### config.mk
export PLATFORM = sky130hd
export DESIGN_NAME = pdm_decimador
export DESIGN_NICKNAME = d
export VERILOG_FILES = /design/src/rtl/pdm_decimador.sv
export SDC_FILE = /design/constraint.sdc
export NUM_CORES = 1
export LEC_CHECK = 0
export BUFFER_PORTS_ARGS = -buffer_cell sky130_fd_sc_hd__buf_2
export CAP_MARGIN = 20
export CORE_MARGIN = 1
export CORE_UTILIZATION = 59
export CTS_CLUSTER_DIAMETER = 120
export CTS_CLUSTER_SIZE = 25
export DETAILED_ROUTE_END_ITERATION = 12
export GPL_ROUTABILITY_DRIVEN = 0
export PLACE_DENSITY_LB_ADDON = 0.05
export SLEW_MARGIN = 10
export SYNTH_ARGS = -nofsm -noshare
export SYNTH_HDL_FRONTEND = slang
export SYNTH_SLANG_ARGS = --single-unit
### constraint.sdc
create_clock -name clk -period 5.45 [get_ports clk]
set_input_delay 0 -clock clk [delete_from_list [all_inputs] [get_ports clk]]
set_output_delay 0 -clock clk [all_outputs]
set_load 0.05 [all_outputs]
### src/rtl/pdm_decimador.sv
// Boxcar PDM decimator: counts the ones in each window of DECIM bits and emits
// one unsigned PCM sample per window on a valid/ready port. A finished window
// that meets an unconsumed sample is dropped and counted.
module pdm_decimador #(
  parameter int DECIM  = 64,
  parameter int OUT_W  = 7,
  parameter int DROP_W = 8
) (
  input  logic              clk,
  input  logic              reset,
  input  logic              en,
  input  logic              bit_in,
  input  logic              bit_valid,
  output logic [OUT_W-1:0]  pcm_data,
  output logic              pcm_valid,
  input  logic              pcm_ready,
  output logic              overrun,
  output logic [DROP_W-1:0] drop_cnt
);
  localparam int CW = $clog2(DECIM);

  logic [CW-1:0]    bit_cnt;
  logic [OUT_W-1:0] ones_acc;
  logic             take, last;
  logic [OUT_W-1:0] sample;

  // Window bookkeeping; the last bit is folded into the sample directly.
  always_comb begin
    take   = en & bit_valid;
    last   = take && (bit_cnt == CW'(DECIM - 1));
    sample = ones_acc + OUT_W'(bit_in);
  end

  // Window accumulator: en=0 holds it cleared so re-enable starts fresh.
  always_ff @(posedge clk) begin
    if (reset || !en) begin
      bit_cnt  <= '0;
      ones_acc <= '0;
    end else if (take) begin
      if (last) begin
        bit_cnt  <= '0;
        ones_acc <= '0;
      end else begin
        bit_cnt  <= bit_cnt + 1'b1;
        ones_acc <= sample;
      end
    end
  end

  // Output register with handshake, drop accounting and saturating counter.
  always_ff @(posedge clk) begin
    if (reset) begin
      pcm_data  <= '0;
      pcm_valid <= 1'b0;
      overrun   <= 1'b0;
      drop_cnt  <= '0;
    end else if (last) begin
      if (!pcm_valid || pcm_ready) begin
        pcm_data  <= sample;
        pcm_valid <= 1'b1;
      end else begin
        overrun <= 1'b1;
        if (drop_cnt != '1) drop_cnt <= drop_cnt + 1'b1;
      end
    end else if (pcm_valid && pcm_ready) begin
      pcm_valid <= 1'b0;
    end
  end
endmodule

* After elaboration in Yosys (flattened, before gate mapping)
Index checks and enable logic that the tools add are counted.
** Storage, ports and cells
- Memory bits (writable) :: 0
- Logic and storage cells :: 30
- Memories :: 0
- Bits of input ports :: 6
- Register bits :: 30
- Bits in latches :: 0
- Bits in read-only memories :: 0
** Operators by class
- Bitwise gates (word level) :: 2
- Muxes and demuxes :: 5
- Shift operators :: 0
- Divide/modulo/power cells :: 0
- Reductions and logical operators :: 11
- Add/subtract/negate cells :: 3
- Equal/unequal tests :: 3
- Magnitude comparators :: 0
- $mul :: 0
** Operators by type and width (count)
- $add A8 B1 Y8 const B :: 1
- $ne A8 B8 Y1 const B :: 1
- $add A7 B1 Y7 :: 1
- $mux W7 :: 1
- $add A6 B1 Y6 const B :: 1
- $eq A6 B6 Y1 const B :: 1
- $mux W6 :: 1
- $reduce_and A2 Y1 :: 3
- $mux W1 :: 3
- $reduce_and A3 Y1 :: 1
- $logic_and A1 B1 Y1 :: 2
- $logic_not A1 Y1 :: 2
- $logic_or A1 B1 Y1 :: 2
- $ne A2 B1 Y1 const B :: 1
- $reduce_bool A2 Y1 :: 1
- $and A1 B1 Y1 :: 1
- $not A1 Y1 :: 1

* Longest topological paths before layout
- Depth after elaboration :: 4
- Depth in mapped cells :: 7

* Worst setup path after synthesis
Ideal clock, no wire load.
- Path kind :: register to register
- Start point :: reg pcm_valid
- End point :: reg drop_cnt[2]
- Stages on the path, launching flop included :: 7
- Required time :: 5.329 ns
- Path slack :: 3.306 ns
- Period minus slack after synthesis :: 2.144 ns
- Arrival :: 2.024 ns
- Path through :: dfxtp_1 > and2b_1 > or3b_1 > buf_2 > buf_4 > nor3b_1 > mux2_2
** On the way
- Word-level cells in the longest chain between the ends :: 4
** RTL lines
- start: declaration :: RTL line 15 : output logic pcm_valid,
- start signal: assignment :: RTL line 54 : pcm_valid <= 1'b0;
- start signal: assignment :: RTL line 60 : pcm_valid <= 1'b1;
- start signal: assignment :: RTL line 66 : pcm_valid <= 1'b0;
- $logic_not A1 Y1 :: RTL line 58 : if (!pcm_valid || pcm_ready) begin
- $logic_or A1 B1 Y1 :: RTL line 58
- $not A1 Y1 (no line)
- $reduce_and A3 Y1 (no line)
- end signal: assignment :: RTL line 63 : if (drop_cnt != '1) drop_cnt <= drop_cnt + 1'b1;
- end: declaration :: RTL line 18 : output logic [DROP_W-1:0] drop_cnt
No other way between the ends.
A chain may end at the register's enable or synchronous reset.

* Worst setup path in the final report
- Start point :: reg bit_cnt[0]
- End point :: reg drop_cnt[6]
** On the way
- Word-level cells in the longest chain between the ends :: 3
** RTL lines
- start: declaration :: RTL line 22 : logic [CW-1:0] bit_cnt;
- start signal: assignment :: RTL line 44 : bit_cnt <= bit_cnt + 1'b1;
- $eq A6 B6 Y1 :: RTL line 30 : last = take && (bit_cnt == CW'(DECIM - 1));
- $logic_and A1 B1 Y1 :: RTL line 30
- $reduce_and A3 Y1 (no line)
No other way between the ends.

==> metrics.csv <==
stage,metric,value,unit
status,outcome,"finished, final reports clean",
timing,slew-limit-headroom,51.9,%
clock_network,cts_sinks,30,
power_and_ir_drop,power_density,234,mW/mm^2
finish,drive_gt1_share,19.6,%
global_route,grt_pass1_vias,1077,
place,dp_hpwl,2.00,mm
timing,fmax,481,MHz
timing,holdWs,0.0290,ns
timing,fin_crit_sh,38.1,%
clock_network,numCtsBuffers,5,
synthesis,synth_enable_flop_cells,0,
floorplan,die_w,50.8,microns
finish,nets,193,
setup_path,critical_path_class,flop to flop,
synthesis,async_flop_share,0,%
floorplan,rows,17,
global_route,grt_max_degree,23,
floorplan,io_pins,23,
timing,worst-slew-pin-transition,0.718,ns
setup_path,critPathRequiredTime,5.67,ns
floorplan,initial_utilization,62.8,%
global_route,antenna_found_initial,0,
setup_path,cp-end-kind,flop,
power_and_ir_drop,power.share.sequential,59.9,%
clock_network,ctsResizeCount,0,
route,viasPerCell,5.72,
synthesis,synth_top_area_share,42.8,%
power_and_ir_drop,p_leak,0.574,nW
finish,area_growth,11.9,%
timing,finalSetupTns,0,ns
timing,hold_viol,0,
global_route,globalRouteOverflowTotal,0,
power_and_ir_drop,p_sw_share,22.2,%
synthesis,synth_cell_types,38,
synthesis,yosys-top-cells-count,"dfxtp_1 (30), nor2_1 (19), a21oi_1 (12), nand3_1 (12), nand2_1 (11)",
global_route,grt_pass1_wl,4.61,mm
setup_path,cp.arrival,2.30,ns
synthesis,synthMostInstantiatedCell,dfxtp_1,
synthesis,synth_flop_cell,dfxtp_1,
clock_network,cts.htree.levels,2,
clock_network,postCtsHoldBufs,0,
finish,diodes,0,
synthesis,yosysWarnings,0,
clock_network,postCtsSetupBuffers,0,
route,routed_wl,2.69,mm
clock_network,root_buffer,clkbuf_4,
job,maxCapViolations,0,
clock_network,path_clk_slew,0.09,ns
synthesis,yosys-top-cells-area,"dfxtp_1 (43%), nor2_1 (5.1%), a21oi_1 (4.3%)",
synthesis,ys_ff_latch,30,
finish,fill_cells,197,
route,ant_nets,0,
synthesis,syn_nets,173,
synthesis,ys_seq_area_share,42.8,%
route,drt-initial-drc-count,14,
timing,drv_slew,0,
timing,setup_viol,0,
global_route,grt_usage,24.3,%
timing,rsz0062_at_grt,false,
timing,layout_min_cycle_time,2.08,ns
route,avgRoutedWirePerCell,12.7,microns
finish,final_cell_area,0.00157,sq mm
route,drc,0,
clock_network,cts_tree,built,
floorplan,die_area,0.00258,sq mm
clock_network,clk_path_buf_depth,2,
synthesis,synthCells,163,
min_path,min_path_type,input pin to flop,
route,drt_first_pass_iters,4,
setup_path,cp_max_fo,15,
setup_path,cp-start-kind,flop,
power_and_ir_drop,p_clk_share,36.7,%
synthesis,post_synth.cell_area_avg,8.60,sq um
route,vias,1213,
synthesis,synth_top_area_cell,dfxtp_1,
place,placedInstanceArea,0.00151,sq mm
floorplan,core_area,0.00223,sq mm
power_and_ir_drop,p_int,0.000286,W
power_and_ir_drop,p_comb_share,3.4,%
floorplan,die_height,50.8,microns
synthesis,syn-cell-area,0.00140,sq mm
place,portBuffers,22,
power_and_ir_drop,vdd_drop_max,0.000160,V
clock_network,clkLatencyLatePin,0.32,ns
power_and_ir_drop,power.switching,0.0000814,W
timing,fin_worst_skew,0.00765,ns
[metrics by stage]
stage	worst slack [ns]	utilization (%)	power, W	instances
final	3.37	70.3	0.000367	212
after global routing	3.22	70.3	0.000382	212
after CTS	3.37	70.3	0.000373	212
after floorplan	3.31	-	0.000233	163
after detailed placement	3.38	67.6	0.000237	204
after global placement	3.41	67.6	0.000237	204
[final timing paths]
path               from           to  slack (ns)  cells after the start
max          bit_cnt[0]  drop_cnt[6]        3.37                      5
min           bit_valid  ones_acc[6]        0.03                      2
max reg2reg  bit_cnt[0]  drop_cnt[6]        3.37                      5
min reg2reg     overrun      overrun        0.44                      2
[layer usage]
| metal | global-route usage [%] | wire length (microns) | vias up |
|---|---|---|---|
| met3 | 5.45 | 85 | 7 |
| met2 | 40.7 | 1300 | 27 |
| met4 | 13.0 | 59 | 0 |
| li1 | - | - | 617 |
| met1 | 28.8 | 1250 | 562 |
| met5 | 0 | 0 | - |
[critical path: stages (launching register included)]
cell     delay, ns
dfxtp_1       0.36
ha_1          0.21
nand3_2       0.13
or3b_1        0.60
nor4_1        0.32
mux2_2        0.36
[final cells by class]
class,instances,area (sq um),share of cell area (%)
clock inverters,1,5.00,0.319
multi-input cells,120,748,47.7
inverters,4,15.0,0.957
flip-flops and latches,30,601,38.3
well taps,28,35.0,2.23
clock buffers,7,55.1,3.51
repair buffers,22,110,7.02
[power by group through the flow]
stage	registers (W)	clock network [W]	logic, W
after floorplan	0.000225	0	0.00000836
after global placement	0.000225	0	0.0000119
after detailed placement	0.000225	0	0.0000123
after CTS	0.000220	0.000141	0.0000123
after global routing	0.000220	0.000148	0.0000138
final	0.000220	0.000135	0.0000124
[cell families (layout without fill, tap and decap cells)]
logic type	Yosys count	in the layout	share of synthesized area (%)
adder cells (fa/ha/maj)	4	4	3.57
flip-flops	30	30	42.8
buffers and inverters	13	34	3.84
multiplexers	6	6	4.55
AND/OR/NAND/NOR	75	75	28.1
XOR/XNOR	8	8	5.00
AO/OA/AOI/OAI	27	27	12.1
[flip-flops by register name, indices dropped and copies added, names as in the netlist]
name	flops
ones_acc	7
pcm_data	7
bit_cnt	6
drop_cnt	8
overrun	1
pcm_valid	1
[cells in the final DEF, fill, tap and decap left out, types with 2 or more instances in the layout]
master,instances
a211oi_1,3
o21ai_0,4
nand4_1,3
o41ai_1,2
o31ai_1,3
or2_2,2
xnor2_1,5
mux2_2,3
clkbuf_4,5
inv_1,4
nor3_1,6
xor2_1,3
o32ai_1,2
buf_2,22
mux2i_1,3
ha_1,4
nand2b_1,2
dfxtp_1,30
or4_1,4
nand2_1,11
nand3_1,12
a21oi_1,12
nor2b_1,5
nor2_1,19
Power figures use the tool's default switching activity.
